`src/rtl/display7_bcd2_if.sv`:
```
// Sample-in / segments-out bundle between the ADC quantiser and the dual 7-segment display.
// master drives the sample and watches the segments; slave is the converter.
interface display7_bcd2_if;
  logic [3:0]  ADC;
  logic [13:0] D7;

  modport master (output ADC, input D7);
  modport slave  (input ADC, output D7);
endinterface

```
`src/rtl/display7_bcd2.sv`:
```
// Registered 4-bit sample to two-digit decimal 7-segment converter (00..15).
// D7[13:7] holds the tens digit and D7[6:0] the units digit, segments ordered a..g from MSB.
module display7_bcd2 #(
  parameter bit SEG_ACTIVE_LOW     = 1'b0,
  parameter bit BLANK_LEADING_ZERO = 1'b0
) (
  input  logic            CLK,
  input  logic            RST,
  display7_bcd2_if.slave  bus
);

  localparam logic [13:0] BLANK_PATTERN = SEG_ACTIVE_LOW ? 14'h3FFF : 14'h0000;

  logic [13:0] d7_q;
  logic [13:0] d7_d;
  logic        tens;
  logic [3:0]  units;
  logic [6:0]  tens_seg;
  logic [6:0]  units_seg;
  logic [13:0] encoded;

  // Input is at most 15, so one compare and one conditional subtract yields both digits.
  always_comb begin
    tens  = (bus.ADC >= 4'd10);
    units = bus.ADC - (tens ? 4'd10 : 4'd0);
  end

  always_comb begin
    units_seg = 7'b0000000;
    case (units)
      4'd0:    units_seg = 7'b1111110;
      4'd1:    units_seg = 7'b0110000;
      4'd2:    units_seg = 7'b1101101;
      4'd3:    units_seg = 7'b1111001;
      4'd4:    units_seg = 7'b0110011;
      4'd5:    units_seg = 7'b1011011;
      4'd6:    units_seg = 7'b1011111;
      4'd7:    units_seg = 7'b1110000;
      4'd8:    units_seg = 7'b1111111;
      4'd9:    units_seg = 7'b1111011;
      default: units_seg = 7'b0000000;
    endcase
  end

  always_comb begin
    tens_seg = 7'b0000000;
    if (tens) begin
      tens_seg = 7'b0110000;
    end else if (!BLANK_LEADING_ZERO) begin
      tens_seg = 7'b1111110;
    end
  end

  // Polarity is applied last so the blank reset pattern follows the same rule.
  always_comb begin
    encoded = {tens_seg, units_seg};
    d7_d    = SEG_ACTIVE_LOW ? ~encoded : encoded;
  end

  always_ff @(posedge CLK or posedge RST) begin
    if (RST) begin
      d7_q <= BLANK_PATTERN;
    end else begin
      d7_q <= d7_d;
    end
  end

  assign bus.D7 = d7_q;

endmodule

```
`src/flat_wrapper.sv`:
```
// flat-port wrapper written by rule: the top's interface ports become plain ports
module display7_bcd2_flat 
#(
  parameter bit SEG_ACTIVE_LOW     = 1'b0,
  parameter bit BLANK_LEADING_ZERO = 1'b0
)
  (CLK, RST, bus_ADC, bus_D7);
  display7_bcd2_if bus_i ();
  input  logic CLK;
  input  logic RST;
  input wire logic [$bits(bus_i.ADC)-1:0] bus_ADC;
  output wire logic [$bits(bus_i.D7)-1:0] bus_D7;
  assign bus_i.ADC = bus_ADC;
  assign bus_D7 = bus_i.D7;
  display7_bcd2 #(.SEG_ACTIVE_LOW(SEG_ACTIVE_LOW), .BLANK_LEADING_ZERO(BLANK_LEADING_ZERO)) u_core (.CLK(CLK), .RST(RST), .bus(bus_i));
endmodule
```
`config.mk`:
```
export PLATFORM = sky130hd
export DESIGN_NAME = display7_bcd2_flat
export DESIGN_NICKNAME = d
export VERILOG_FILES = /design/src/rtl/display7_bcd2_if.sv /design/src/rtl/display7_bcd2.sv /design/src/flat_wrapper.sv
export SDC_FILE = /design/constraint.sdc
export NUM_CORES = 1
export LEC_CHECK = 0
export BUFFER_PORTS_ARGS = -buffer_cell sky130_fd_sc_hd__buf_2
export CAP_MARGIN = 10
export CORE_AREA = 2 2 39 41
export CTS_CLUSTER_DIAMETER = 200
export DETAILED_ROUTE_END_ITERATION = 8
export DIE_AREA = 0 0 41 43
export GPL_TIMING_DRIVEN = 0
export PLACE_DENSITY = 0.78
export SLEW_MARGIN = 20
export SYNTH_ARGS = -nofsm -noshare
export SYNTH_HDL_FRONTEND = slang
export SYNTH_SLANG_ARGS = --single-unit
```
`constraint.sdc`:
```
create_clock -name CLK -period 0.8 [get_ports CLK]
set_input_delay 0.08 -clock CLK [delete_from_list [all_inputs] [get_ports CLK]]
set_output_delay 0.08 -clock CLK [all_outputs]
set_load 0.05 [all_outputs]
```
Word level (Yosys, flattened, before mapping)

Memories as Yosys holds them, arrays and structs flattened. A register that Yosys moved wholly into a read port is not among the register bits.
Index checks and enable logic that the tools add are counted.

Register bits: 14
Bits in read-only memories: 112
Input bits: 6
Output and inout bits: 14
Word-level logic and storage cells: 6
Memories: 1

$add $sub $neg: 1
$lt $le $gt $ge: 1
Mux-type cells: 2

Memory list:

| memory          | words | bits a word | read ports | clocked after memory_dff | wr ports | line                | source |
|---|---|---|---|---|---|---|---|
| (no name shown) | 16    | 7           | 1          | 1                        | 0        | display7_bcd2.sv:30 | `case (units)` |

Operators by type and width:

| kind               | count |
|---|---|
| $mux 7             | 1 |
| $ge 4x4->1 const B | 1 |
| $mux 4             | 1 |
| $sub 4x4->4        | 1 |

Depth between registers and ports, before layout

Depth after elaboration: 3
Gate-level depth with buffers: 6
Mapped depth without buffers: 6

Least setup slack after synthesis

No wires, ideal clock.

Path kind: input-to-reg
Start: input bus_ADC[2]
End: register u_core.d7_q[0] (netlist: u_core.bus.D7[0])
Library setup time: 0.099 ns
Data arrival time: 1.284 ns
Data required time: 0.701 ns
Path slack: -0.583 ns
Stages: 6
Path buffers: 0
Path through: o21a_1 ha_1 ha_1 xnor2_2 a21oi_1 a311oi_1

Word-level cells in the longest chain between the ends: 3

Ends and longest elaborated chain:

| item            | line                | source |
|---|---|---|
| from (decl)     | flat_wrapper.sv:11  | `input wire logic [$bits(bus_i.ADC)-1:0] bus_ADC;` |
| $ge 4x4->1      | display7_bcd2.sv:24 | `tens = (bus.ADC >= 4'd10);` |
| $mux 4          | display7_bcd2.sv:25 | `units = bus.ADC - (tens ? 4'd10 : 4'd0);` |
| $sub 4x4->4 (*) | display7_bcd2.sv:25 |  |
| to (decl)       | display7_bcd2.sv:14 | `logic [13:0] d7_q;` |

Mark *: on every way between the ends. The rest lies on a longest branch, timed or not.

Worst setup path after layout

Start: input bus_ADC[1]
End: register u_core.d7_q[3] (netlist: u_core.bus.D7[3])

The elaborated chain is that of the path after synthesis.

==> results.json <==
{
  "cts_buffers": 3,
  "route.detailed.drc": 0,
  "timing.final.crit_share": 1.43,
  "postRouteAntennaNets": 0,
  "post_drt_wl_per_cell_um": 11.8,
  "grt_max_degree": 11,
  "syn_area_per_cell_um2": 10.9,
  "crit_arrival_ps": 1310,
  "syn_inst": 49,
  "grt.total_usage": 0.132,
  "viasPerCell": 4.70,
  "powerDensity_nw_per_um2": 1850,
  "fin_crit_ps": 1140,
  "ys_ff_latch": 9,
  "required_ps": 970,
  "worstPathMaxFanout": 7,
  "antenna_found_initial": 0,
  "core_um2": 1380,
  "die_h_um": 43,
  "power.total_mw": 1.76,
  "rsz0062_at_grt": "true",
  "power.share.sequential": 0.318,
  "syn_nets": 61,
  "vdd_ir_drop_max_mv": 0.784,
  "routed_wl_mm": 1.06,
  "clock_path_buffers": 2,
  "synth.cell_area_um2": 536,
  "via_count": 423,
  "fillCellCount": 92,
  "dp_hpwl_um": 693,
  "fin_util": 0.689,
  "die_w_um": 41,
  "path_class": "in2reg",
  "clkTransAtPathRegs_ps": 60,
  "overflow": 0,
  "largest_reg_flops": 9,
  "yosysTopAreaCell": "dfrtp_1",
  "area_growth_pct": 78.0,
  "p_comb_frac": 0.482,
  "yosysWarnings": 0,
  "initialDrtViolationCount": 1,
  "hold_end": "u_core.bus.D7[2]",
  "yosys.area.top_type_share": 0.421,
  "hold_path.class": "in2reg",
  "root_buffer": "clkbuf_4",
  "violations": "setup timing",
  "tritoncts": "yes",
  "end_kind": "flip-flop",
  "seq_area_frac_synth": 0.421,
  "hp-start": "bus_ADC[0]",
  "dr.pass1.iters": 2,
  "cts_max_level": 1,
  "hold_violations": 0,
  "p_switching_uw": 688,
  "dp_slack_ps": -611,
  "timing.final.ws_setup_ps": -344,
  "final_cells": 90,
  "clockPowerShare": 0.200,
  "synth.distinct_cells": 23,
  "gp_congestion": 0.769,
  "drv_cap": 0,
  "place_area_um2": 751,
  "dp.cells": 83,
  "start_util": 0.387,
  "intPower_mw": 1.08,
  "final_max_slew_viol_count": 0,
  "fmax_mhz": 874,
  "antenna_cells": 0,
  "min_delay_path_depth": 2,
  "hold_slack_ps": 54.3,
  "nets": 87,
  "crit_path_start_kind": "input port",
  "status": "finished with violations",
  "fin_area_um2": 953,
  "dieArea_um2": 1760,
  "grt_pass1_wl_mm": 1.49,
  "p_leak_nw": 0.431,
  "multi_input_area_um2": 344,
  "setup_viol": 20,
  "tns_ps": -3910,
  "layout_commonest_cell": "buf_6",
  "swShare": 0.390,
  "grt_pass1_vias": 371,
  "final_cell_mix": "12 x buf_6, 7 x buf_8, 7 x dfrtp_1",
  "cts.sinks": 9,
  "drive_gt1_frac": 0.635,
  "yosys-top-cells-area": "dfrtp_1 42%, ha_1 14%, buf_4 7.0%, inv_1 4.2%, nor3b_4 3.5%",
  "io_buffers": 18,
  "io_pins": 20,
  "regArea_um2": 228,
  "rows": 14
}
## critical path, cell delays in order
cell	delay, ps
buf_8	100
o21a_4	210
ha_4	160
ha_4	190
xor2_4	320
nand3_2	150
o311ai_2	90
## cells by family after synthesis
| logic type | after synthesis | synth area share |
|---|---|---|
| compound gates | 10 | 0.129 |
| fa+ha+maj | 6 | 0.140 |
| flops | 9 | 0.421 |
| xor+xnor | 2 | 0.0608 |
| simple gates | 8 | 0.117 |
| buf+inv | 12 | 0.119 |
| other cells | 2 | 0.0140 |
## Yosys cell counts, drive strengths merged
cell / instances
nand2: 1
o311ai: 2
nor2: 1
clkbuf: 1
xnor2: 1
a311oi: 1
o21ai: 2
nand3: 1
nor3b: 2
a21oi: 2
inv: 6
a21o: 1
buf: 5
o21a: 1
o31ai: 1
ha: 6
nor3: 1
dfrtp: 9
xor2: 1
conb: 2
nand3b: 1
nand2b: 1
## final cells by class
type                    count  share of cell area
multi-input cells          28               0.361
flip-flops and latches      9               0.239
repair buffers             21               0.235
plain buffers               6              0.0932
clock buffers               4              0.0276
inverters                   6              0.0236
well taps                  16              0.0210
## worst max-delay path by stage
stage,endpoint,cells past startpoint,from
floorplan,u_core.bus.D7[0],6,bus_ADC[2]
global placement,u_core.bus.D7[0],7,bus_ADC[2]
detailed placement,u_core.bus.D7[3],7,bus_ADC[2]
CTS,u_core.bus.D7[4],7,bus_ADC[1]
global route,u_core.bus.D7[3],7,bus_ADC[1]
finish,u_core.bus.D7[3],7,bus_ADC[1]
## what timing repair did
| action | CTS | global route |
|---|---|---|
| hold buffers | 1 | 0 |
| buffers inserted | 2 | 0 |
| setup endpoints to repair | 20 | 20 |
| gates resized for setup | 36 | 5 |
| endpoints found under the hold margin | 9 | 0 |
| gates cloned | 0 | 0 |
| pin swaps | 3 | 1 |
## layer usage
layer  GRT usage  part of all wire  up-vias
li1            -                 -      210
met1       0.134              0.38      190
met2       0.197              0.52       18
met3      0.0471             0.062        5
met4       0.120             0.039        0
met5           0                 0        -
## power groups by stage
| stage | combinational, mW | clock, mW | sequential, mW |
|---|---|---|---|
| 2_1_floorplan | 0.299 | 0 | 0.791 |
| 3_3_place_gp | 0.667 | 0 | 0.547 |
| 3_5_place_dp | 0.672 | 0 | 0.549 |
| 4_1_cts | 0.820 | 0.343 | 0.560 |
| 5_1_grt | 0.901 | 0.393 | 0.566 |
| 6_report | 0.850 | 0.353 | 0.561 |
(Power assumes the default switching activity.)
